**src/rtl/drm_pkg.sv**
```systemverilog
`default_nettype none
// ============================================================================
// Module   : drm_pkg
// Brief    : Shared constants for the data rate monitor: default counter and
//            window-timer widths, channel-count limit and the total-counter
//            wrap/saturate mode encoding.
// Revision : 1.0 - initial release
// ============================================================================
package drm_pkg;

    localparam int c_num_ch_default = 2;
    localparam int c_num_ch_max     = 8;
    localparam int c_cnt_w_default  = 32;
    localparam int c_win_w_default  = 24;

    // sat_mode encoding for the running totals
    localparam logic c_mode_wrap = 1'b0;
    localparam logic c_mode_sat  = 1'b1;

endpackage : drm_pkg
`default_nettype wire

```
**src/rtl/drm_chan_cnt.sv**
```systemverilog
`default_nettype none
// ============================================================================
// Module   : drm_chan_cnt
// Brief    : One monitored channel: running beat total (wrap or saturate,
//            sticky overflow), saturating window accumulator and the
//            last-completed-window rate register.
// Revision : 1.0 - initial release
// ============================================================================
module drm_chan_cnt
    import drm_pkg::*;
#(
    parameter int CNT_W = c_cnt_w_default
) (
    input  logic             clk,
    input  logic             rst,
    input  logic             i_clr,
    input  logic             i_beat,
    input  logic             i_sat_mode,
    input  logic             i_win_en,
    input  logic             i_terminal,
    output logic [CNT_W-1:0] o_total,
    output logic [CNT_W-1:0] o_rate,
    output logic [CNT_W-1:0] o_rate_next,
    output logic             o_ovf
);

    logic [CNT_W-1:0] r_total;
    logic [CNT_W-1:0] r_acc;
    logic [CNT_W-1:0] r_rate;
    logic             r_ovf;
    logic [CNT_W-1:0] w_acc_sum;

    // Accumulator plus this cycle's beat, pinned at all-ones
    assign w_acc_sum = (i_beat && !(&r_acc)) ? r_acc + CNT_W'(1) : r_acc;

    // Running total: a beat at all-ones wraps or holds by mode, and always flags overflow
    always_ff @(posedge clk) begin
        if (rst || i_clr) begin
            r_total <= '0;
            r_ovf   <= 1'b0;
        end else if (i_beat) begin
            if (&r_total) begin
                r_ovf <= 1'b1;
                if (i_sat_mode != c_mode_sat) begin
                    r_total <= '0;
                end
            end else begin
                r_total <= r_total + CNT_W'(1);
            end
        end
    end

    // Window accumulator; on the terminal cycle its final value moves to the rate register
    always_ff @(posedge clk) begin
        if (rst || i_clr) begin
            r_acc  <= '0;
            r_rate <= '0;
        end else if (!i_win_en) begin
            r_acc <= '0;
        end else if (i_terminal) begin
            r_rate <= w_acc_sum;
            r_acc  <= '0;
        end else begin
            r_acc <= w_acc_sum;
        end
    end

    assign o_total     = r_total;
    assign o_rate      = r_rate;
    assign o_rate_next = w_acc_sum;
    assign o_ovf       = r_ovf;

endmodule : drm_chan_cnt
`default_nettype wire

```
**src/rtl/data_rate_monitor.sv**
```systemverilog
`default_nettype none
// ============================================================================
// Module   : data_rate_monitor
// Brief    : Per-channel valid/ready beat monitor with running totals, a
//            programmable measurement window producing per-window rates, and
//            an optional channel-0/1 rate mismatch detector.
// Config   : DATA_RATE_MONITOR_MISMATCH_EN - build the mismatch comparator;
//            without it mismatch is tied low and mis_thresh is ignored.
// Revision : 1.0 - initial release
// ============================================================================
module data_rate_monitor
    import drm_pkg::*;
#(
    parameter int NUM_CH = c_num_ch_default,
    parameter int CNT_W  = c_cnt_w_default,
    parameter int WIN_W  = c_win_w_default
) (
    input  logic                    plf_clk,
    input  logic                    rst,
    input  logic [NUM_CH-1:0]       ch_valid,
    input  logic [NUM_CH-1:0]       ch_ready,
    input  logic                    cnt_clr,
    input  logic                    sat_mode,
    input  logic [WIN_W-1:0]        win_len,
    input  logic [CNT_W-1:0]        mis_thresh,
    output logic [NUM_CH*CNT_W-1:0] total_cnt,
    output logic [NUM_CH*CNT_W-1:0] rate_cnt,
    output logic                    rate_vld,
    output logic [NUM_CH-1:0]       ovf,
    output logic                    mismatch
);

    generate
        if (NUM_CH < 1 || NUM_CH > c_num_ch_max) begin : g_bad_num_ch
            $error("data_rate_monitor: NUM_CH out of range 1..8");
        end
    endgenerate

    logic [WIN_W-1:0]        r_timer;
    logic                    r_rate_vld;
    logic                    w_win_en;
    logic                    w_terminal;
    logic [NUM_CH-1:0]       w_beat;
    logic [NUM_CH*CNT_W-1:0] w_rate_next;

    assign w_win_en = |win_len;
    // A window length shrunk to at or below the current count ends the window now
    assign w_terminal = w_win_en && (r_timer >= (win_len - WIN_W'(1)));
    assign w_beat     = ch_valid & ch_ready;

    // Window timer: free-runs 0..win_len-1, parked at 0 while windowing is off
    always_ff @(posedge plf_clk) begin
        if (rst || cnt_clr || !w_win_en || w_terminal) begin
            r_timer <= '0;
        end else begin
            r_timer <= r_timer + WIN_W'(1);
        end
    end

    // Rate-valid pulse follows the terminal cycle unless a clear wins
    always_ff @(posedge plf_clk) begin
        if (rst) begin
            r_rate_vld <= 1'b0;
        end else begin
            r_rate_vld <= w_terminal && !cnt_clr;
        end
    end

    assign rate_vld = r_rate_vld;

    genvar gi;
    generate
        for (gi = 0; gi < NUM_CH; gi++) begin : g_chan
            drm_chan_cnt #(
                .CNT_W (CNT_W)
            ) u_chan (
                .clk         (plf_clk),
                .rst         (rst),
                .i_clr       (cnt_clr),
                .i_beat      (w_beat[gi]),
                .i_sat_mode  (sat_mode),
                .i_win_en    (w_win_en),
                .i_terminal  (w_terminal),
                .o_total     (total_cnt[gi*CNT_W +: CNT_W]),
                .o_rate      (rate_cnt[gi*CNT_W +: CNT_W]),
                .o_rate_next (w_rate_next[gi*CNT_W +: CNT_W]),
                .o_ovf       (ovf[gi])
            );
        end
    endgenerate

`ifdef DATA_RATE_MONITOR_MISMATCH_EN
    generate
        if (NUM_CH < 2) begin : g_mis_bad_num_ch
            $error("data_rate_monitor: mismatch comparator needs NUM_CH >= 2");
        end
    endgenerate

    logic             r_mismatch;
    logic [CNT_W:0]   w_diff;
    logic [CNT_W:0]   w_abs_diff;

    // Compare the rates about to be published so the flag lines up with rate_vld
    assign w_diff     = {1'b0, w_rate_next[0 +: CNT_W]} - {1'b0, w_rate_next[CNT_W +: CNT_W]};
    assign w_abs_diff = w_diff[CNT_W] ? (~w_diff + (CNT_W+1)'(1)) : w_diff;

    // Sticky mismatch flag, evaluated once per completed window
    always_ff @(posedge plf_clk) begin
        if (rst || cnt_clr) begin
            r_mismatch <= 1'b0;
        end else if (w_terminal && (w_abs_diff > {1'b0, mis_thresh})) begin
            r_mismatch <= 1'b1;
        end
    end

    assign mismatch = r_mismatch;
`else
    logic w_unused_mis;
    assign w_unused_mis = ^{mis_thresh, w_rate_next};
    assign mismatch     = 1'b0;
`endif

endmodule : data_rate_monitor
`default_nettype wire

```
**config.mk**
```make
export PLATFORM = sky130hd
export DESIGN_NAME = data_rate_monitor
export DESIGN_NICKNAME = d
export VERILOG_FILES = /design/src/rtl/drm_pkg.sv /design/src/rtl/drm_chan_cnt.sv /design/src/rtl/data_rate_monitor.sv
export SDC_FILE = /design/constraint.sdc
export NUM_CORES = 1
export LEC_CHECK = 0
export BUFFER_PORTS_ARGS = -buffer_cell sky130_fd_sc_hd__buf_2
export CAP_MARGIN = 40
export CORE_MARGIN = 2
export CORE_UTILIZATION = 61
export CTS_CLUSTER_DIAMETER = 50
export DETAILED_ROUTE_END_ITERATION = 12
export PLACE_DENSITY = 0.86
export SLEW_MARGIN = 10
export SYNTH_ARGS = -nofsm -noshare
export SYNTH_HDL_FRONTEND = slang
export SYNTH_HIERARCHICAL = 1
export SYNTH_SLANG_ARGS = --single-unit
```
**constraint.sdc**
```tcl
create_clock -name plf_clk -period 12.71 [get_ports plf_clk]
set_clock_uncertainty 0.1 [all_clocks]
set_input_delay 0 -clock plf_clk [delete_from_list [all_inputs] [get_ports plf_clk]]
set_output_delay 0 -clock plf_clk [all_outputs]
set_load 0.005 [all_outputs]
```
==> impl_metrics.env <==
export IMPL_place_congestion=0.849
export IMPL_worstPathMaxFanout=38
export IMPL_area_growth_synth_to_final_pct=16.1
export IMPL_hold_viol=0
export IMPL_drtPass1Iterations=5
export IMPL_clk_pin_slew_ps=60
export IMPL_yosys_warnings=6
export IMPL_syn_area_per_cell_um2=8.59
export IMPL_hp_class="input pin to flop"
export IMPL_worst_pin_slew_ps=944
export IMPL_slew_viol_final=0
export IMPL_startpoint_type="input pin"
export IMPL_slowest_delay_ps=510
export IMPL_grt_pass1_wl_um=46700
export IMPL_synth_nets=1422
export IMPL_grt_max_degree=51
export IMPL_pwr_share_seq=0.456
export IMPL_layout_drive_gt1_share=0.199
export IMPL_vias_per_cell=6.19
export IMPL_start_util=0.616
export IMPL_maxCapViolCount=0
export IMPL_utilization=0.715
export IMPL_setup_violations=0
export IMPL_slew_headroom=0.365
export IMPL_pwr_share_clk=0.511
export IMPL_wl_um=28600
export IMPL_fin_crit_sh=0.314
export IMPL_rows=50
export IMPL_postRouteAntennaNets=0
export IMPL_clock_path_buffers=3
export IMPL_clk_latency_ps=520
export IMPL_path_cells="buf_2 -> or3_1 -> nor4_2 -> nand4_1 -> nor4_1 -> xnor2_1 -> ha_1 -> nand4_1 -> nor3_2 -> o21ai_0 -> o211ai_1 -> buf_4 -> o21a_1 -> and2_2 -> buf_16 -> nor3b_1 -> a31o_1"
export IMPL_die_height_um=141
export IMPL_grt_usage=0.276
export IMPL_rsz0062_at_grt="false"
export IMPL_drc=0
export IMPL_timing_fmax_mhz=250
export IMPL_cts_tree="built"
export IMPL_cts_setup_buffers=0
export IMPL_via_count=10600
export IMPL_power_density_nw_per_um2=114
export IMPL_wl_per_cell_um=16.7
export IMPL_endpoint_kind="flop"
export IMPL_htree_levels=1
export IMPL_synthCells=1328
export IMPL_finalNetCount=1558
export IMPL_n_antenna_cell=0
export IMPL_cts_resized=0
export IMPL_port_buffers=162
export IMPL_clockRootBuffer="clkbuf_16"
export IMPL_layout_common_cells="219 x dfxtp_1, 162 x buf_2, 117 x a21oi_1"
export IMPL_final_common_cell="dfxtp_1"
export IMPL_grt_pass1_vias=9888
export IMPL_die_w_um=141
export IMPL_outcome="finished, final reports clean"
export IMPL_die_area_um2=19800
export IMPL_antenna_found_initial=0
export IMPL_path_class="input pin to flop"
export IMPL_critPathArrivalTime_ps=4310
export IMPL_hold_buffers=3
export IMPL_overflow=0
export IMPL_cp_required_ps=13020
export IMPL_min_period_ps=4000
export IMPL_power_frac_comb=0.033
export IMPL_drtIter0Drc=733
export IMPL_slowest_stage="or3_1"
export IMPL_p_leak_nw=4.77
export IMPL_io_pins=196
export IMPL_intPower_mw=1.19
export IMPL_cts_sinks=219
export IMPL_ir_drop_mv=0.100
export IMPL_dp_hpwl_um=19800
export IMPL_netlist_area_um2=11400
export IMPL_tns_ps=0
export IMPL_numCtsBuffers=26
export IMPL_p_switching_mw=0.324
export IMPL_cpMostUsedCell="nand4_1"
export IMPL_swShare=0.214
export IMPL_coreArea_um2=18500
## flip-flops by register name (all words and copies together) (netlist names)
signal / count
g_chan.u_chan/o_rate: 64
g_chan.u_chan/o_total: 64
g_chan.u_chan/r_acc: 64
r_timer: 24
g_chan.u_chan/o_ovf: 2
rate_vld: 1
## path summary, 6_finish.rpt
check	from	to	slack [ps]	cells after the start
hold reg to reg	g_chan[1].u_chan/o_ovf	g_chan[1].u_chan/o_ovf	340	2
hold / removal	ch_ready[1]	g_chan[1].u_chan/o_total[6]	260	6
setup / recovery	win_len[3]	g_chan[0].u_chan/o_rate[2]	8710	17
setup reg to reg	r_timer[21]	g_chan[0].u_chan/o_rate[2]	9490	11
## area by class of cell
| class | count | area (um2) |
|---|---|---|
| timing repair buffer | 176 | 956 |
| sequential | 219 | 4380 |
| tap | 234 | 293 |
| inverter | 20 | 75.1 |
| clock buffer | 33 | 718 |
| fill | 1433 | 5280 |
| multi-input combinational | 1021 | 6620 |
| clock inverter | 13 | 185 |
## worst max-delay path, delay by kind of cell
kind / cells / cell delay (ps)
buf+inv: 3 / 740
fa+ha+maj: 1 / 310
simple gates: 8 / 2380
xor+xnor: 1 / 130
compound gates: 4 / 740
## stage by stage
stage / hold slack [ps] / power [mW] / setup WS [ps] / instances / area (um2)
floorplan: 133 / 0.735 / 8600 / 1328 / 11400
global placement: 279 / 0.751 / 8090 / 1664 / 12200
detailed placement: 279 / 0.752 / 8190 / 1667 / 12300
CTS: 216 / 1.52 / 8700 / 1716 / 13200
global route: 289 / 1.55 / 8270 / 1716 / 13200
finish: 256 / 1.51 / 8710 / 1716 / 13200
## power by group through the flow
stage | Clock, mW | Sequential, mW | Combinational (mW)
final | 0.773 | 0.689 | 0.0496
after detailed placement | 0 | 0.704 | 0.0482
after floorplan | 0 | 0.703 | 0.0319
after CTS | 0.783 | 0.689 | 0.0492
after global routing | 0.812 | 0.688 | 0.0541
after global placement | 0 | 0.704 | 0.0470
## metal layers
metal,GRT usage,share of wire,routed length [um]
met1,0.356,0.43,12400
met2,0.460,0.47,13400
met3,0.0622,0.072,2070
met4,0.0895,0.028,788
met5,0,0,0
Note: power is estimated with default switching activity, not from simulation.
